$ cat src/rtl/alu_issue_sequencer_pkg.sv
// Shared types and constants for the ALU issue sequencer.
package alu_seq_pkg;

    localparam int SEQ_W = 8;

    // Opcode [1:0] operation select
    localparam logic [1:0] OP_ADD  = 2'b00;
    localparam logic [1:0] OP_SUB  = 2'b01;
    localparam logic [1:0] OP_MUL  = 2'b10;
    localparam logic [1:0] OP_NONE = 2'b11;

    typedef enum logic [1:0] {
        ST_IDLE,
        ST_ISSUE,
        ST_WAIT,
        ST_HOLD
    } state_t;

    // One buffered command: 28 bits
    typedef struct packed {
        logic [7:0]       a;
        logic [7:0]       b;
        logic [3:0]       opcode;
        logic [SEQ_W-1:0] seq;
    } cmd_t;

    // The array has no operation for OP_NONE; it returns 0 and we flag it
    function automatic logic is_illegal(input logic [3:0] opcode);
        return opcode[1:0] == OP_NONE;
    endfunction

endpackage

$ cat src/rtl/alu_cmd_fifo.sv
// Command FIFO: DEPTH x cmd_t, head visible combinationally, full/empty from count.
module alu_cmd_fifo
    import alu_seq_pkg::*;
#(
    parameter  int DEPTH = 4,
    localparam int AW    = $clog2(DEPTH),
    localparam int CW    = AW + 1
) (
    input  logic          clk,
    input  logic          rst,
    input  logic          push,
    input  cmd_t          wdata,
    input  logic          pop,
    output cmd_t          rdata,
    output logic [CW-1:0] count,
    output logic          full,
    output logic          empty
);

    cmd_t          mem [DEPTH];
    logic [AW-1:0] wptr;
    logic [AW-1:0] rptr;
    logic          do_push;
    logic          do_pop;

    assign full    = (count == CW'(DEPTH));
    assign empty   = (count == '0);
    assign do_push = push && !full;
    assign do_pop  = pop && !empty;
    assign rdata   = mem[rptr];

    // Storage is not reset; only pointers and occupancy define validity
    always_ff @(posedge clk) begin
        if (do_push) mem[wptr] <= wdata;
    end

    // Pointers wrap modulo DEPTH (power of two); count tracks occupancy
    always_ff @(posedge clk or posedge rst) begin
        if (rst) begin
            wptr  <= '0;
            rptr  <= '0;
            count <= '0;
        end else begin
            if (do_push) wptr <= wptr + 1'b1;
            if (do_pop)  rptr <= rptr + 1'b1;
            case ({do_push, do_pop})
                2'b10:   count <= count + 1'b1;
                2'b01:   count <= count - 1'b1;
                default: count <= count;
            endcase
        end
    end

endmodule

$ cat src/rtl/alu_issue_sequencer.sv
// Issue stage for the four-core ALU array: buffers commands, issues one at a
// time, waits out the array's registered latency and hands results downstream.
module alu_issue_sequencer
    import alu_seq_pkg::*;
#(
    parameter  int DEPTH = 4,
    localparam int CW    = $clog2(DEPTH) + 1
) (
    input  logic          clk,
    input  logic          rst,
    input  logic          in_valid,
    output logic          in_ready,
    input  logic [7:0]    in_a,
    input  logic [7:0]    in_b,
    input  logic [3:0]    in_opcode,
    output logic [7:0]    alu_a,
    output logic [7:0]    alu_b,
    output logic [3:0]    alu_opcode,
    input  logic [15:0]   alu_result,
    output logic          out_valid,
    input  logic          out_ready,
    output logic [15:0]   out_result,
    output logic [3:0]    out_opcode,
    output logic [7:0]    out_seq,
    output logic          out_illegal,
    output logic [CW-1:0] count
);

    state_t           state;
    state_t           state_nxt;
    logic [SEQ_W-1:0] seq;
    logic [SEQ_W-1:0] issue_seq;
    cmd_t             head;
    logic             push;
    logic             pop;
    logic             capture;
    logic             release_out;
    logic             full;
    logic             empty;

    // in_ready depends only on occupancy, never on out_ready
    assign in_ready = !full;
    assign push     = in_valid && in_ready;

    alu_cmd_fifo #(.DEPTH(DEPTH)) u_fifo (
        .clk   (clk),
        .rst   (rst),
        .push  (push),
        .wdata ('{a: in_a, b: in_b, opcode: in_opcode, seq: seq}),
        .pop   (pop),
        .rdata (head),
        .count (count),
        .full  (full),
        .empty (empty)
    );

    // State register
    always_ff @(posedge clk or posedge rst) begin
        if (rst) state <= ST_IDLE;
        else     state <= state_nxt;
    end

    // Next-state: ISSUE and WAIT are fixed single cycles covering array latency
    always_comb begin
        state_nxt = state;
        case (state)
            ST_IDLE:  if (!empty) state_nxt = ST_ISSUE;
            ST_ISSUE: state_nxt = ST_WAIT;
            ST_WAIT:  state_nxt = ST_HOLD;
            ST_HOLD:  if (out_ready) state_nxt = empty ? ST_IDLE : ST_ISSUE;
            default:  state_nxt = ST_IDLE;
        endcase
    end

    // Output decode: a drained result and the next pop share one edge
    always_comb begin
        pop         = 1'b0;
        capture     = 1'b0;
        release_out = 1'b0;
        case (state)
            ST_IDLE: pop = !empty;
            ST_WAIT: capture = 1'b1;
            ST_HOLD: begin
                release_out = out_ready;
                pop         = out_ready && !empty;
            end
            default: ;
        endcase
    end

    // Sequence number is stamped at push time and wraps naturally
    always_ff @(posedge clk or posedge rst) begin
        if (rst)       seq <= '0;
        else if (push) seq <= seq + 1'b1;
    end

    // Issue registers: loaded on pop, held otherwise
    always_ff @(posedge clk or posedge rst) begin
        if (rst) begin
            alu_a      <= '0;
            alu_b      <= '0;
            alu_opcode <= '0;
            issue_seq  <= '0;
        end else if (pop) begin
            alu_a      <= head.a;
            alu_b      <= head.b;
            alu_opcode <= head.opcode;
            issue_seq  <= head.seq;
        end
    end

    // Result registers: captured at the end of WAIT, held until accepted
    always_ff @(posedge clk or posedge rst) begin
        if (rst) begin
            out_valid   <= 1'b0;
            out_result  <= '0;
            out_opcode  <= '0;
            out_seq     <= '0;
            out_illegal <= 1'b0;
        end else if (capture) begin
            out_valid   <= 1'b1;
            out_result  <= alu_result;
            out_opcode  <= alu_opcode;
            out_seq     <= issue_seq;
            out_illegal <= is_illegal(alu_opcode);
        end else if (release_out) begin
            out_valid   <= 1'b0;
        end
    end

endmodule

$ cat config.mk
export PLATFORM = sky130hd
export DESIGN_NAME = alu_issue_sequencer
export DESIGN_NICKNAME = d
export VERILOG_FILES = /design/src/rtl/alu_issue_sequencer_pkg.sv /design/src/rtl/alu_cmd_fifo.sv /design/src/rtl/alu_issue_sequencer.sv
export SDC_FILE = /design/constraint.sdc
export NUM_CORES = 1
export LEC_CHECK = 0
export CELL_PAD_IN_SITES_DETAIL_PLACEMENT = 0
export CELL_PAD_IN_SITES_GLOBAL_PLACEMENT = 1
export CORE_MARGIN = 3
export CORE_UTILIZATION = 35
export DETAILED_ROUTE_END_ITERATION = 6
export GPL_TIMING_DRIVEN = 1
export PLACE_DENSITY_LB_ADDON = 0.1
export SLEW_MARGIN = 10
export SYNTH_ARGS = -nofsm -noshare
export SYNTH_HDL_FRONTEND = slang
export SYNTH_SLANG_ARGS = --single-unit
export TNS_END_PERCENT = 100
$ cat constraint.sdc
create_clock -name clk -period 2.94 [get_ports clk]
set_input_delay 0.588 -clock clk [delete_from_list [all_inputs] [get_ports clk]]
set_output_delay 0.588 -clock clk [all_outputs]
set_load 0.01 [all_outputs]
# Yosys cells after proc, flatten, opt, wreduce, memory -nomap -nowiden
# Memory sizes are Yosys's and may differ from the RTL's. A register that Yosys moved wholly into a read port is not among the register bits.
# Index checks and enable logic that the tools add are counted.
word_totals:
  input_bits: 40
  out_inout_bits: 54
  reg_bits: 47
  elab_cells: 48
  mem_bits_rw: 112
  mem_count: 1
mem_list:
  columns: ["name", "words", "width", "read_ports", "rd_ports_with_merged_regs", "write_ports", "line_no", "text"]
  rows:
  - ["u_fifo.mem", 4, 28, 1, 1, 1, "alu_cmd_fifo.sv:20", "cmd_t mem [DEPTH];"]
op_classes:
  n_reduce_logical: 11
  muxes: 12
  n_eq_ne: 9
  n_addsub: 5
ops:
  columns: ["cell", "n"]
  rows:
  - ["$add 8x1->8 const B", 1]
  - ["$eq 2x2->1 const B", 4]
  - ["$pmux 2 s4", 1]
  - ["$mux 1", 7]
  - ["$pmux 3 s2", 1]
  - ["$add 2x1->2 const B", 2]
  - ["$eq 2x1->1 const B", 2]
  - ["$logic_and 1x1->1", 4]
  - ["$mux 2", 2]
  - ["$ne 2x2->1 const B", 2]
  - ["$reduce_bool 2->1", 2]
  - ["$add 3x1->3 const B", 1]
  - ["$eq 3x3->1 const B", 1]
  - ["$logic_not 3->1", 1]
  - ["$sub 3x1->3 const B", 1]
  - ["$logic_not 1->1", 2]
  - ["$logic_not 2->1", 1]
  - ["$pmux 1 s2", 1]
  - ["$reduce_and 2->1", 1]

# Longest topological paths before layout
logic_depth:
  word_depth: 7
  depth_mapped: 11
  depth_no_buf: 10

# Modules after synthesis
# A second synthesis with hierarchy kept.
hier_totals:
  hier_cells: 358
  hier_area_um2: 7226.9
modules_own_cells:
  columns: ["mod", "seq_area_each_um2", "instances", "cells_per_inst", "area_each_um2"]
  rows:
  - ["alu_cmd_fifo", 3538.4, 1, 184, 4491.8]
  - ["alu_issue_sequencer", 1701.6, 1, 174, 2735.1]

# Worst setup path after synthesis
# No wires, ideal clock.
synth_timing:
  path_kind: "reg2reg"
  start: "register state[0]"
  end: "register u_fifo.count[2]"
  required_time_ns: 2.861
  stages_incl_launch_ff: 11
  setup_slack_ns: 0.670
  period_less_slack_ns: 2.270
  arrival_ns: 2.190
  setup_time_ns: 0.079
  n_path_buf: 1
  cell_sequence: "dfrtp_1 > inv_1 > ha_1 > nor3_4 > buf_6 > ha_1 > inv_1 > fa_1 > xor2_1 > nor2_1 > xor2_1"
synth_between:
  elab_chain_cells: 5
  word_cells_on_any_way: 8
  classes_between: "eq/ne (3); mux (2); reduce/logical (3)"
synth_rtl:
  columns: ["element", "line_no", "text"]
  rows:
  - ["start: declaration", "alu_issue_sequencer.sv:29", "state_t state;"]
  - ["start signal: assignment", "alu_issue_sequencer.sv:60", "else state <= state_nxt;"]
  - ["$eq 2x2->1 or $logic_not 2->1 (tied branches)", "alu_issue_sequencer.sv:80", "case (state)"]
  - ["$pmux 1 s2 (*)", "alu_issue_sequencer.sv:80", null]
  - ["$logic_and 1x1->1 (*)", "alu_cmd_fifo.sv:29", "assign do_pop = pop && !empty;"]
  - ["net u_fifo.do_pop", "alu_cmd_fifo.sv:24", "logic do_pop;"]
  - ["$eq 2x1->1 or $eq 2x2->1 (tied branches)", "alu_cmd_fifo.sv:46", "case ({do_push, do_pop})"]
  - ["$pmux 3 s2 or $reduce_bool 2->1 (tied branches)", null, null]
  - ["end signal: assignment", "alu_cmd_fifo.sv:47", "2'b10: count <= count + 1'b1;"]
  - ["end signal: assignment", "alu_cmd_fifo.sv:48", "2'b01: count <= count - 1'b1;"]
  - ["end signal: assignment", "alu_cmd_fifo.sv:49", "default: count <= count;"]
  - ["end: declaration", "alu_cmd_fifo.sv:15", "output logic [CW-1:0] count,"]
# Mark *: on every way through the listed nets, which the timed path passes. The rest lies on a longest branch.
# A chain may end at the register's enable or synchronous reset.

# Final worst setup path
layout_timing:
  start: "register u_fifo.count[2]"
  end: "output in_ready"
layout_between:
  elab_chain_cells: 2
layout_rtl:
  columns: ["element", "line_no", "text"]
  rows:
  - ["$eq 3x3->1", "alu_cmd_fifo.sv:26", "assign full = (count == CW'(DEPTH));"]
  - ["$logic_not 1->1", "alu_issue_sequencer.sv:42", "assign in_ready = !full;"]
  - ["end: declaration", "alu_issue_sequencer.sv:12", "output logic in_ready,"]
# Every way passes these cells.

==> results by group <==
Status
  • Status: completed

STA
  • Hold Fails Final Rpt: 0
  • Tightest Pin Transition: ~0.69 ns
  • Worst slew margin: 54.2%
  • Final setup violation count: 0
  • Final Cycle Share: 85.6%
  • Final min period: roughly 2.5 ns
  • Pins Over Slew Limit: 0
  • WHS: a little under 0.5 ns
  • Setup TNS: 0 ns
  • RSZ-0062 raised after global routing: no
  • Highest clock rate: ~400 MHz
  • Final setup skew: ~0.011 ns

Power and ir drop
  • Clock Power Share: between 20% and 30%
  • Leak pwr: around 3.4 nW
  • Sw frac: 28.6%
  • Seq pwr share: 41.4%
  • Pint: around 7.4 mW
  • Combinational share of power: around 35%
  • Switching pwr: 2.98 mW
  • Worst vdd ir: 0.428 mV
  • Pwr/cell area: about 1100 nW/um^2

Drt
  • Avg Vias per Cell: 4.60
  • Vias: 3448
  • Violation count after the first detailed-route iteration: 155
  • Detailed-router iteration count before antenna repair: 7
  • Routed len/inst: ~18 um
  • Post-DRT Antenna Nets: 0
  • Routed WL: between 10000 and 15000 um
  • DR DRC count: 0

Global routing
  • Total grt overflow: 0
  • Initial antenna violation count: 0
  • GRT Total Usage: 12.8%
  • Global-route wire length before repair: 21700 um
  • Largest net degree at the start of global routing: 32
  • Vias in the first global route: 3831

Critical path
  • Startpoint types: flop
  • CP delay by family, top: buffers and inverters
  • Peak fanout along the critical path: 12
  • Max incr delay on CP: about 0.52 ns
  • Crit path kind: reg2out
  • CP max stage cell: clkdlybuf4s50_1
  • R2R Path End: u_fifo.count[2]$_DFFE_PP0P_
  • Required time of the critical path: 2.35 ns
  • R2R Setup Slk: between 0.6 and 0.7 ns
  • Setup crit end kind: primary output
  • Worst r2r src: u_fifo.count[2]$_DFFE_PP0P_
  • CP Cell Sequence: or3b_4 > clkdlybuf4s50_1
  • Register-to-Register Path Depth: 8
  • WP data arrival: 1.93 ns
  • Buf/Inv on CP: 1

Floorplan
  • Die ar.: 22600 um^2
  • Starting Density: between 30% and 40%
  • Core area: 20400 um^2
  • Row cnt: 52
  • # IOs: 94
  • Horiz. Die Dim: 150 um
  • Die H: around 150 um

Yosys
  • Synth Area per Inst: 20.5 um^2
  • Post-synth top area share: a little under half
  • Cells after Synth: 355
  • Post-synth EDFFs: roughly 110
  • Ys flop type: edfxtp_1
  • Most common cell in the synthesized netlist: edfxtp_1
  • Area leader, netlist: edfxtp_1
  • Largest cells by area after synthesis: edfxtp_1, dfrtp_1, mux4_2
  • Yosys warning count: 0
  • Top post-synthesis cells by count: edfxtp_1, dfrtp_1, mux2_2
  • Seq/Total Area, Yosys: between 70 and 80%
  • Syn nets: just over 400
  • Cell Area, Synth: ~7300 um^2
  • Asr flop ratio synth: between 40 and 50%
  • Netlist cell types: 32
  • Register bit total from synthesis: 187

Placement
  • Hpwl dp: 8570 um
  • Port bufs: 93
  • RD Place Congestion: 0.684

Job
  • Max Cap Violations: 0

Worst hold path
  • HP Class: reg2reg
  • Hold_sp: out_valid$_DFFE_PP0P_
  • Hold path endpoint: out_valid$_DFFE_PP0P_
  • Hold depth: 1

Cells and area
  • Area of the multi-input gates: roughly 1900 um^2
  • Proportion of layout cells with a drive suffix above 1: a little under 30%
  • Fillers: 1750
  • Ant diodes: 0
  • Final nets: just over 500
  • Area growth from synthesis to layout: 27.1%
  • FF/Latch Area: 5240 um^2

Clocking
  • Clk sink count: roughly 190
  • Depth of the CTS H-tree: 4
  • Total CTS buffers: 17
  • CTS-repair resized insts: 0
  • Clock transition at path regs: approximately 0.070 ns
  • Postcts setup bufs: 0
  • CTS root buf: clkbuf_16
  • Clk Latency, worst-skew pair: 0.42 ns
  • Clk buf depth: 2
  • Post-CTS Hold Buffers: 0
  • CTS tree: yes
[per-layer routing]
| metal | global-route usage [%] | up-vias | wire [um] |
|---|---|---|---|
| met2 | 20.5 | 61 | 6520 |
| met5 | 0 | - | 0 |
| li1 | - | 1598 | - |
| met4 | 4.12 | 0 | 117 |
| met3 | 3.01 | 7 | 425 |
| met1 | 17.5 | 1782 | 6360 |
[placed cells by master, fill, tap and decap left out, types with 2 or more instances in the layout]
cell type        count
mux4_2              28
xnor2_1              9
mux2_2              31
o21ai_0              2
edfxtp_1           112
inv_6                4
clkinv_2             3
buf_12               7
inv_1                8
nor3_4               2
nand3_1              6
clkinvlp_4           2
ha_1                10
clkdlybuf4s50_1     93
buf_4                6
xor2_1               4
dfrtp_1             74
and3_1               4
bufinv_16            4
and3_2               4
clkbuf_1             2
a21oi_1              2
clkbuf_16           17
mux2_4              28
nor2_1               2
[kinds of logic after synthesis]
logic type	synth area share (%)
xor+xnor	1.56
compound gates	0.653
simple gates	2.49
flops	72.0
mux	19.4
buf+inv	1.98
fa+ha+maj	1.99
[worst reg2reg max path, cell delays in order, from the launching register on]
cell,delay [ns]
dfrtp_1,0.49
or3b_4,0.51
nand2_2,0.18
ha_1,0.21
inv_1,0.06
fa_1,0.37
xor2_1,0.15
nor2_1,0.11
xor2_1,0.15
[state kept, by name, summed over array words and instances, names as in the netlist]
name,flops
alu_a,8
alu_b,8
alu_opcode,4
issue_seq,8
out_illegal,1
out_opcode,4
out_result,16
out_seq,8
out_valid,1
seq,8
state,2
u_fifo.count,3
u_fifo.mem,112
u_fifo.rptr,2
u_fifo.wptr,2
[final cells by class]
type,instances,share of cell area [%]
inverter,9,0.379
tap,270,3.65
timing repair buffer,106,12.1
clock inverter,13,2.04
sequential,187,56.6
multi-input combinational,145,20.6
clock buffer,19,4.68
[metrics by stage]
step / worst slack, ns / cell area [um^2] / util [%] / power [mW] / instances
after floorplan: 0.442 / 7280 / - / 6.67 / 355
after global placement: 0.429 / 8630 / 42.4 / 8.12 / 717
after detailed placement: 0.419 / 8630 / 42.4 / 8.18 / 717
after CTS: 0.397 / 9260 / 45.4 / 10.6 / 749
after global routing: 0.372 / 9260 / 45.4 / 11.1 / 749
final: 0.423 / 9260 / 45.4 / 10.4 / 749
[power by group through the flow]
stage / sequential (mW) / combinational, mW / clock (mW)
finish: 4.31 / 3.69 / 2.41
global route: 4.44 / 4.02 / 2.59
CTS: 4.34 / 3.79 / 2.47
detailed placement: 4.39 / 3.79 / 0
global placement: 4.35 / 3.76 / 0
floorplan: 4.33 / 2.34 / 0
[worst max path at each step]
| stage | startpoint | end | slack [ns] | depth (start not counted) |
|---|---|---|---|---|
| finish | u_fifo.count[2]$_DFFE_PP0P_ | in_ready | 0.42 | 2 |
| global route | u_fifo.count[2]$_DFFE_PP0P_ | in_ready | 0.37 | 2 |
| CTS | u_fifo.count[2]$_DFFE_PP0P_ | in_ready | 0.40 | 2 |
| detailed placement | in_valid | u_fifo.count[2]$_DFFE_PP0P_ | 0.42 | 8 |
| global placement | out_ready | u_fifo.count[2]$_DFFE_PP0P_ | 0.43 | 9 |
| floorplan | rst | alu_a[0]$_DFFE_PP0N_ | 0.44 | 1 |
No activity file was read; power rests on OpenSTA's default activity.
